### config.mk
export PLATFORM = sky130hd
export DESIGN_NAME = id_ex_pipe
export DESIGN_NICKNAME = d
export VERILOG_FILES = /design/src/rtl/id_ex_pipe.sv
export SDC_FILE = /design/constraint.sdc
export NUM_CORES = 1
export LEC_CHECK = 0
export ABC_AREA = 1
export CAP_MARGIN = 40
export CORE_MARGIN = 2
export CORE_UTILIZATION = 44
export CTS_CLUSTER_SIZE = 25
export DETAILED_ROUTE_END_ITERATION = 10
export PLACE_DENSITY = 0.94
export SLEW_MARGIN = 0
export SYNTH_ARGS = -nofsm -noshare
export SYNTH_HDL_FRONTEND = slang
export SYNTH_SLANG_ARGS = --single-unit
### constraint.sdc
create_clock -name clk -period 4.6 [get_ports clk]
set_input_delay 1.38 -clock clk [delete_from_list [all_inputs] [get_ports clk]]
set_output_delay 1.38 -clock clk [all_outputs]
set_load 0.1 [all_outputs]
### src/rtl/id_ex_pipe.sv
`default_nettype none
// ============================================================================
// Module      : id_ex_pipe
// Description : ID/EX pipeline register for a 5-stage MIPS-style core, with
//               load-use hazard detection and a saturating stall counter.
//               Per-edge priority: rst > flush > hold > load_use > capture.
// Ports       : clk, rst            - clock, synchronous active-high reset
//               flush, hold         - redirect bubble / external freeze
//               id_*                - decoded instruction fields from ID
//               ex_*                - registered EX-stage copies
//               stall               - freeze PC and IF/ID this cycle
//               stall_cnt           - count of load-use bubbles (saturating)
// Revision    : 1.0 - initial release
// ============================================================================
module id_ex_pipe #(
  parameter int DATA_W = 32,
  parameter int CNT_W  = 16
) (
  input  logic              clk,
  input  logic              rst,
  input  logic              flush,
  input  logic              hold,
  input  logic              id_valid,
  input  logic [4:0]        id_rs,
  input  logic [4:0]        id_rt,
  input  logic [4:0]        id_rd,
  input  logic              id_uses_rt,
  input  logic [DATA_W-1:0] id_busA,
  input  logic [DATA_W-1:0] id_busB,
  input  logic [DATA_W-1:0] id_imm32,
  input  logic [DATA_W-1:0] id_pc,
  input  logic              id_ALUsrc,
  input  logic              id_RegWr,
  input  logic              id_RegDst,
  input  logic              id_MemRead,
  input  logic              id_MemWr,
  input  logic              id_MemtoReg,
  input  logic [3:0]        id_ALUop,
  output logic              ex_valid,
  output logic [4:0]        ex_Rs,
  output logic [4:0]        ex_Rt,
  output logic [4:0]        ex_Rd,
  output logic [DATA_W-1:0] ex_busA,
  output logic [DATA_W-1:0] ex_busB,
  output logic [DATA_W-1:0] ex_imm32,
  output logic [DATA_W-1:0] ex_pc,
  output logic              ex_ALUsrc,
  output logic              ex_RegWr,
  output logic              ex_RegDst,
  output logic              ex_MemRead,
  output logic              ex_MemWr,
  output logic              ex_MemtoReg,
  output logic [3:0]        ex_ALUop,
  output logic              stall,
  output logic [CNT_W-1:0]  stall_cnt
);

  typedef struct packed {
    logic              valid;
    logic [4:0]        rs;
    logic [4:0]        rt;
    logic [4:0]        rd;
    logic [DATA_W-1:0] busA;
    logic [DATA_W-1:0] busB;
    logic [DATA_W-1:0] imm32;
    logic [DATA_W-1:0] pc;
    logic              alusrc;
    logic              regwr;
    logic              regdst;
    logic              memread;
    logic              memwr;
    logic              memtoreg;
    logic [3:0]        aluop;
  } ex_t;

  ex_t              ex_q, ex_d;
  logic [CNT_W-1:0] cnt_q, cnt_d;
  logic             load_use;

  // A load in EX whose destination is read by the instruction in ID. Register
  // $0 is hard-wired to zero, so a "load" into it never creates a dependency.
  assign load_use = ex_q.valid & ex_q.memread & (ex_q.rt != 5'd0) & id_valid &
                    ((ex_q.rt == id_rs) | (id_uses_rt & (ex_q.rt == id_rt)));

  // A flush already kills the ID instruction and a hold freezes everything,
  // so in either case the front end must not be told to stall.
  assign stall = load_use & ~flush & ~hold;

  always_comb begin
    ex_d  = ex_q;
    cnt_d = cnt_q;
    if (flush) begin
      ex_d = '0;
    end else if (hold) begin
      ex_d = ex_q;
    end else if (load_use) begin
      // The bubble clears ex_MemRead, so the same ID instruction cannot
      // trigger a second bubble on the next edge.
      ex_d = '0;
      if (cnt_q != {CNT_W{1'b1}}) begin
        cnt_d = cnt_q + CNT_W'(1);
      end
    end else begin
      ex_d.valid    = id_valid;
      ex_d.rs       = id_rs;
      ex_d.rt       = id_rt;
      ex_d.rd       = id_rd;
      ex_d.busA     = id_busA;
      ex_d.busB     = id_busB;
      ex_d.imm32    = id_imm32;
      ex_d.pc       = id_pc;
      ex_d.alusrc   = id_ALUsrc   & id_valid;
      ex_d.regwr    = id_RegWr    & id_valid;
      ex_d.regdst   = id_RegDst   & id_valid;
      ex_d.memread  = id_MemRead  & id_valid;
      ex_d.memwr    = id_MemWr    & id_valid;
      ex_d.memtoreg = id_MemtoReg & id_valid;
      ex_d.aluop    = id_ALUop;
    end
  end

  always_ff @(posedge clk) begin
    if (rst) begin
      ex_q  <= '0;
      cnt_q <= '0;
    end else begin
      ex_q  <= ex_d;
      cnt_q <= cnt_d;
    end
  end

  assign ex_valid    = ex_q.valid;
  assign ex_Rs       = ex_q.rs;
  assign ex_Rt       = ex_q.rt;
  assign ex_Rd       = ex_q.rd;
  assign ex_busA     = ex_q.busA;
  assign ex_busB     = ex_q.busB;
  assign ex_imm32    = ex_q.imm32;
  assign ex_pc       = ex_q.pc;
  assign ex_ALUsrc   = ex_q.alusrc;
  assign ex_RegWr    = ex_q.regwr;
  assign ex_RegDst   = ex_q.regdst;
  assign ex_MemRead  = ex_q.memread;
  assign ex_MemWr    = ex_q.memwr;
  assign ex_MemtoReg = ex_q.memtoreg;
  assign ex_ALUop    = ex_q.aluop;
  assign stall_cnt   = cnt_q;

endmodule
`default_nettype wire

* After elaboration in Yosys (flattened, before gate mapping)
Index checks and enable logic that the tools add are counted.
Widths: inputs -> output; s select.
** Word-level totals
- Input port bits :: 159
- Register bits :: 170
- Logic and storage cells :: 40
- Output and inout port bits :: 171
** Cells by class
- Reduce and logical (&&, ||, !) cells :: 3
- Bitwise logic cells :: 16
- Equality and inequality tests :: 3
- Multiplexer cells :: 1
- $add $sub $neg :: 1
** Operator list (count)
- $mux 154 :: 1
- $add 16x1->16 const B :: 1
- $ne 16x16->1 const B :: 1
- $and 1x1->1 :: 13
- $eq 5x5->1 :: 2
- $reduce_bool 5->1 :: 1
- $reduce_and 4->1 :: 1
- $not 1->1 :: 2
- $reduce_or 2->1 :: 1
- $or 1x1->1 :: 1

* Depth between registers and ports, before layout
- Depth after elaboration :: 6
- Gate-level depth with buffers :: 11
- Mapped depth without buffers :: 11

* Worst setup path after synthesis
OpenSTA, ideal clock, no wires.
- Path type :: input -> output
- Start point :: in id_valid
- End point :: out stall
- Path slack :: -0.094 ns
- Data required time :: 3.220 ns
- Stages :: 6
- Path buffers :: 1
- Arrival :: 3.314 ns
- Cells stage by stage :: buf_2 > nand3_1 > o21bai_1 > inv_2 > nand3_1 > nor2_1
** On the way
- Cells in the longest elaborated chain, start to end :: 4
** Ends and longest elaborated chain
- from (decl) :: RTL line 23 : input logic id_valid,
- $and 1x1->1 (2 in series) :: RTL line 82 : assign load_use = ex_q.valid & ex_q.memread & (ex_q.rt != 5'd0) & id_valid &
- $and 1x1->1 (2 in series) :: RTL line 87 : assign stall = load_use & ~flush & ~hold;
- to (decl) :: RTL line 54 : output logic stall,
Every way passes these cells.

* Worst setup path after layout
- Start point :: in id_rt[4]
- End point :: out stall
** On the way
- Cells in the longest elaborated chain, start to end :: 6
** Ends and longest elaborated chain
- from (decl) :: RTL line 25 : input logic [4:0] id_rt,
- $eq 5x5->1 :: RTL line 83 : ((ex_q.rt == id_rs) | (id_uses_rt & (ex_q.rt == id_rt)));
- $and 1x1->1 :: RTL line 83
- $or 1x1->1 :: RTL line 83
- $and 1x1->1 :: RTL line 82
- $and 1x1->1 (2 in series) :: RTL line 87
Every way passes these cells.

==> key figures <==
Status
  • Status: finished, final reports clean

Critical path
  • Worst path max stage delay: 0.52 ns
  • CP arrival: 3.00 ns
  • Crit path max-delay cell type: clkdlybuf4s50_1
  • Critical path startpoint category: input pin
  • Crit Path Max Fanout: 3
  • Crit. End Element: output port
  • Crit Path Class: in -> out
  • CP required: around 3.2 ns
  • CP cell instances: clkdlybuf4s50_1, inv_1, nand2_1, nand2_1, nor2_1, nand3_1, nand2_2, nand3_1, nor2_2, buf_12

Global route
  • Total congestion overflow: 0
  • Largest net degree at the start of global routing: 91
  • Initial antenna violation count: 3
  • GR Util All Layers: 46.0%
  • First-pass GRT wire length: roughly 57000 µm
  • Vias in the first global route: 9852

Routing
  • Met2 wire len: 18200 µm
  • Post-DR vias/cell: 5.95
  • Final ANT Viol Nets: 0
  • Initial DRC count: ~1300
  • DR WL/cell: about 24 µm
  • Routed Wire Length: 37900 µm
  • Routed length on met1: 11900 µm
  • Drt pass-1 iters: 8
  • DRC: 0
  • WL met3: 3810 µm
  • Via count: 9290
  • Top sig layer: met4

Pwr
  • Peak supply drop: roughly 0.00035 V
  • Sw frac: roughly a third
  • Register share of total power: about two fifths
  • Pwr Density: 294 nW/µm²
  • Sw Pwr: 1310 µW
  • Static Leak: 0.00587 µW
  • Combinational power share: 27.0%
  • P_int: between 2000 and 3000 µW
  • Clock share of power: 34.4%

CTS
  • Cts hold-fix bufs: 0
  • Clk buf depth: 2
  • Post-CTS Setup Bufs: 0
  • Clk sinks: 170
  • TritonCTS clock tree: built
  • Clock Pin Slew Worst Setup and Hold Paths: 0.06 ns
  • Root buf cell: clkbuf_16
  • Clk_lat worst skew: 0.44 ns
  • CTS resizes: 0
  • Depth of the CTS H-tree: 4
  • CTS buffer count: 17

Timing
  • Slew HR: 55.7%
  • Tcrit/Tclk final: 95.3%
  • TNS Setup: 0 ns
  • Final Max Slew Viols: 0
  • Worst hold slack: 0.475 ns
  • Min Tclk post-route: 4.38 ns
  • Hold Fails Final Rpt: 0
  • Clk_skew: 0.0199 ns
  • Slew @ Worst Pin: 0.665 ns
  • Max frequency: 0.228 GHz
  • Final setup violation count: 0
  • RSZ-0062 raised after global routing: false

Placed design
  • Port buffer count: 329
  • Hpwl dp: approximately 25000 µm
  • GP Congestion: about 0.88
  • Placed Instances: 1530

Synthesis
  • Mapped cell area: 6770 µm²
  • Synth Instances: ~900
  • Yosys warns: 0
  • Synthesized area per cell: 7.51 µm²
  • Yosys reg bits: 170
  • Share of the synthesized area in the top cell type: 50.3%
  • Post-synthesis sequential area ratio: 50.3%
  • Ranking of synthesized cells by area: dfxtp_1 (50%), nand2_1 (13%), a21oi_1 (11%)
  • Yosys top cell by area: dfxtp_1
  • Cell variety after synth: 25
  • Post-Syn Nets: 1062

Cells and area
  • Util after Layout: 91.1%
  • Fin cells: between 1500 and 2000
  • Fillcell total: 479
  • Most common cell after layout, fill and taps aside: clkdlybuf4s50_1
  • Share of layout cells above drive strength 1: 16.3%
  • Final net count: 1521
  • Area growth syn-to-layout: 104%
  • Most frequent cells in the layout: clkdlybuf4s50_1 (328), nand2_1 (228), dfxtp_1 (170)

Die
  • Core Region: 15100 µm²
  • Chip width: 128 µm
  • Boundary pin count: 330
  • Starting Density: 44.7%
  • Die area: 16400 µm²
  • Die height: 128 µm
  • Rows: 45

Worst hold path
  • Hold Crit Class: reg -> reg

Run
  • Max Cap Viol: 0
synthesized netlist by cell type:
library cell	instances
xnor2_1	1
nand4_4	1
nor2_2	3
buf_2	11
o21bai_1	1
nor2_1	39
dfxtp_1	170
buf_6	9
inv_1	35
clkbuf_1	47
nand4_1	8
inv_2	7
nand2_1	228
nand2_2	1
ha_1	1
nand3_1	23
o21ai_1	5
or2_2	1
buf_1	2
o21ai_0	134
xor2_1	12
nand2_4	1
nor3_1	6
clkinv_1	1
a21oi_1	155
flip-flops by register name (all words and copies together) (netlist names), 4 cells and up:
| signal | count |
|---|---|
| ex_imm32 | 32 |
| stall_cnt | 16 |
| ex_Rd | 5 |
| ex_Rt | 5 |
| ex_ALUop | 4 |
| ex_busA | 32 |
| ex_Rs | 5 |
| ex_pc | 32 |
| ex_busB | 32 |
metrics by stage:
stage	cell area, µm²	setup WS, ns	power [µW]
after floorplan	6770	0.358	2110
after global placement	10100	0.311	2390
after detailed placement	13200	0.266	2660
after CTS	13800	0.236	4030
after global routing	13800	0.129	4130
final	13800	0.217	4060
critical path: cells and delay by family:
| kind | cells | cell delay [ns] |
|---|---|---|
| AND/OR/NAND/NOR | 7 | 0.82 |
| buffers and inverters | 3 | 0.79 |
cell families (layout without fill, tap and decap cells):
family / after synthesis / after routing / share of synthesized area (%)
xor gates and xnor gates: 13 / 13 / 1.68
and+or+nand+nor: 311 / 311 / 18.6
other: 0 / 3 / 0
DFF: 170 / 170 / 50.3
adders and majority gates: 1 / 1 / 0.185
buffers and inverters: 112 / 581 / 7.41
AOI/OAI and AO/OA: 295 / 295 / 21.8
power by group through the flow:
| stage | sequential, µW | combinational (µW) | clock [µW] |
|---|---|---|---|
| after floorplan | 1980 | 136 | 0 |
| after global placement | 1580 | 806 | 0 |
| after detailed placement | 1590 | 1070 | 0 |
| after CTS | 1560 | 1080 | 1380 |
| after global routing | 1570 | 1120 | 1440 |
| final | 1570 | 1090 | 1390 |
final cells by class:
cell class	count	area, µm²	share of cell area, %
antenna	3	7.51	0.0544
clock buffer	22	474	3.44
clock inverter	7	70.1	0.508
inverter	43	166	1.21
multi-input combinational	620	2870	20.8
sequential	170	3400	24.7
tap	188	235	1.71
timing repair buffer	509	6560	47.6
final timing paths:
check / startpoint / end / slack (ns) / depth (start not counted)
setup / recovery: id_rt[4] / stall / 0.22 / 10
hold / removal: ex_busA[15] / ex_busA[15] / 0.47 / 2
setup reg to reg: ex_Rt[4] / ex_busA[13] / 2.13 / 9
hold reg to reg: ex_busA[15] / ex_busA[15] / 0.47 / 2
per-layer routing:
layer,global-route usage (%),vias to the layer above
li1,-,3889
met1,45.2,4243
met2,76.8,849
met3,16.5,309
met4,40.2,0
met5,0,-
(Power assumes the default switching activity.)
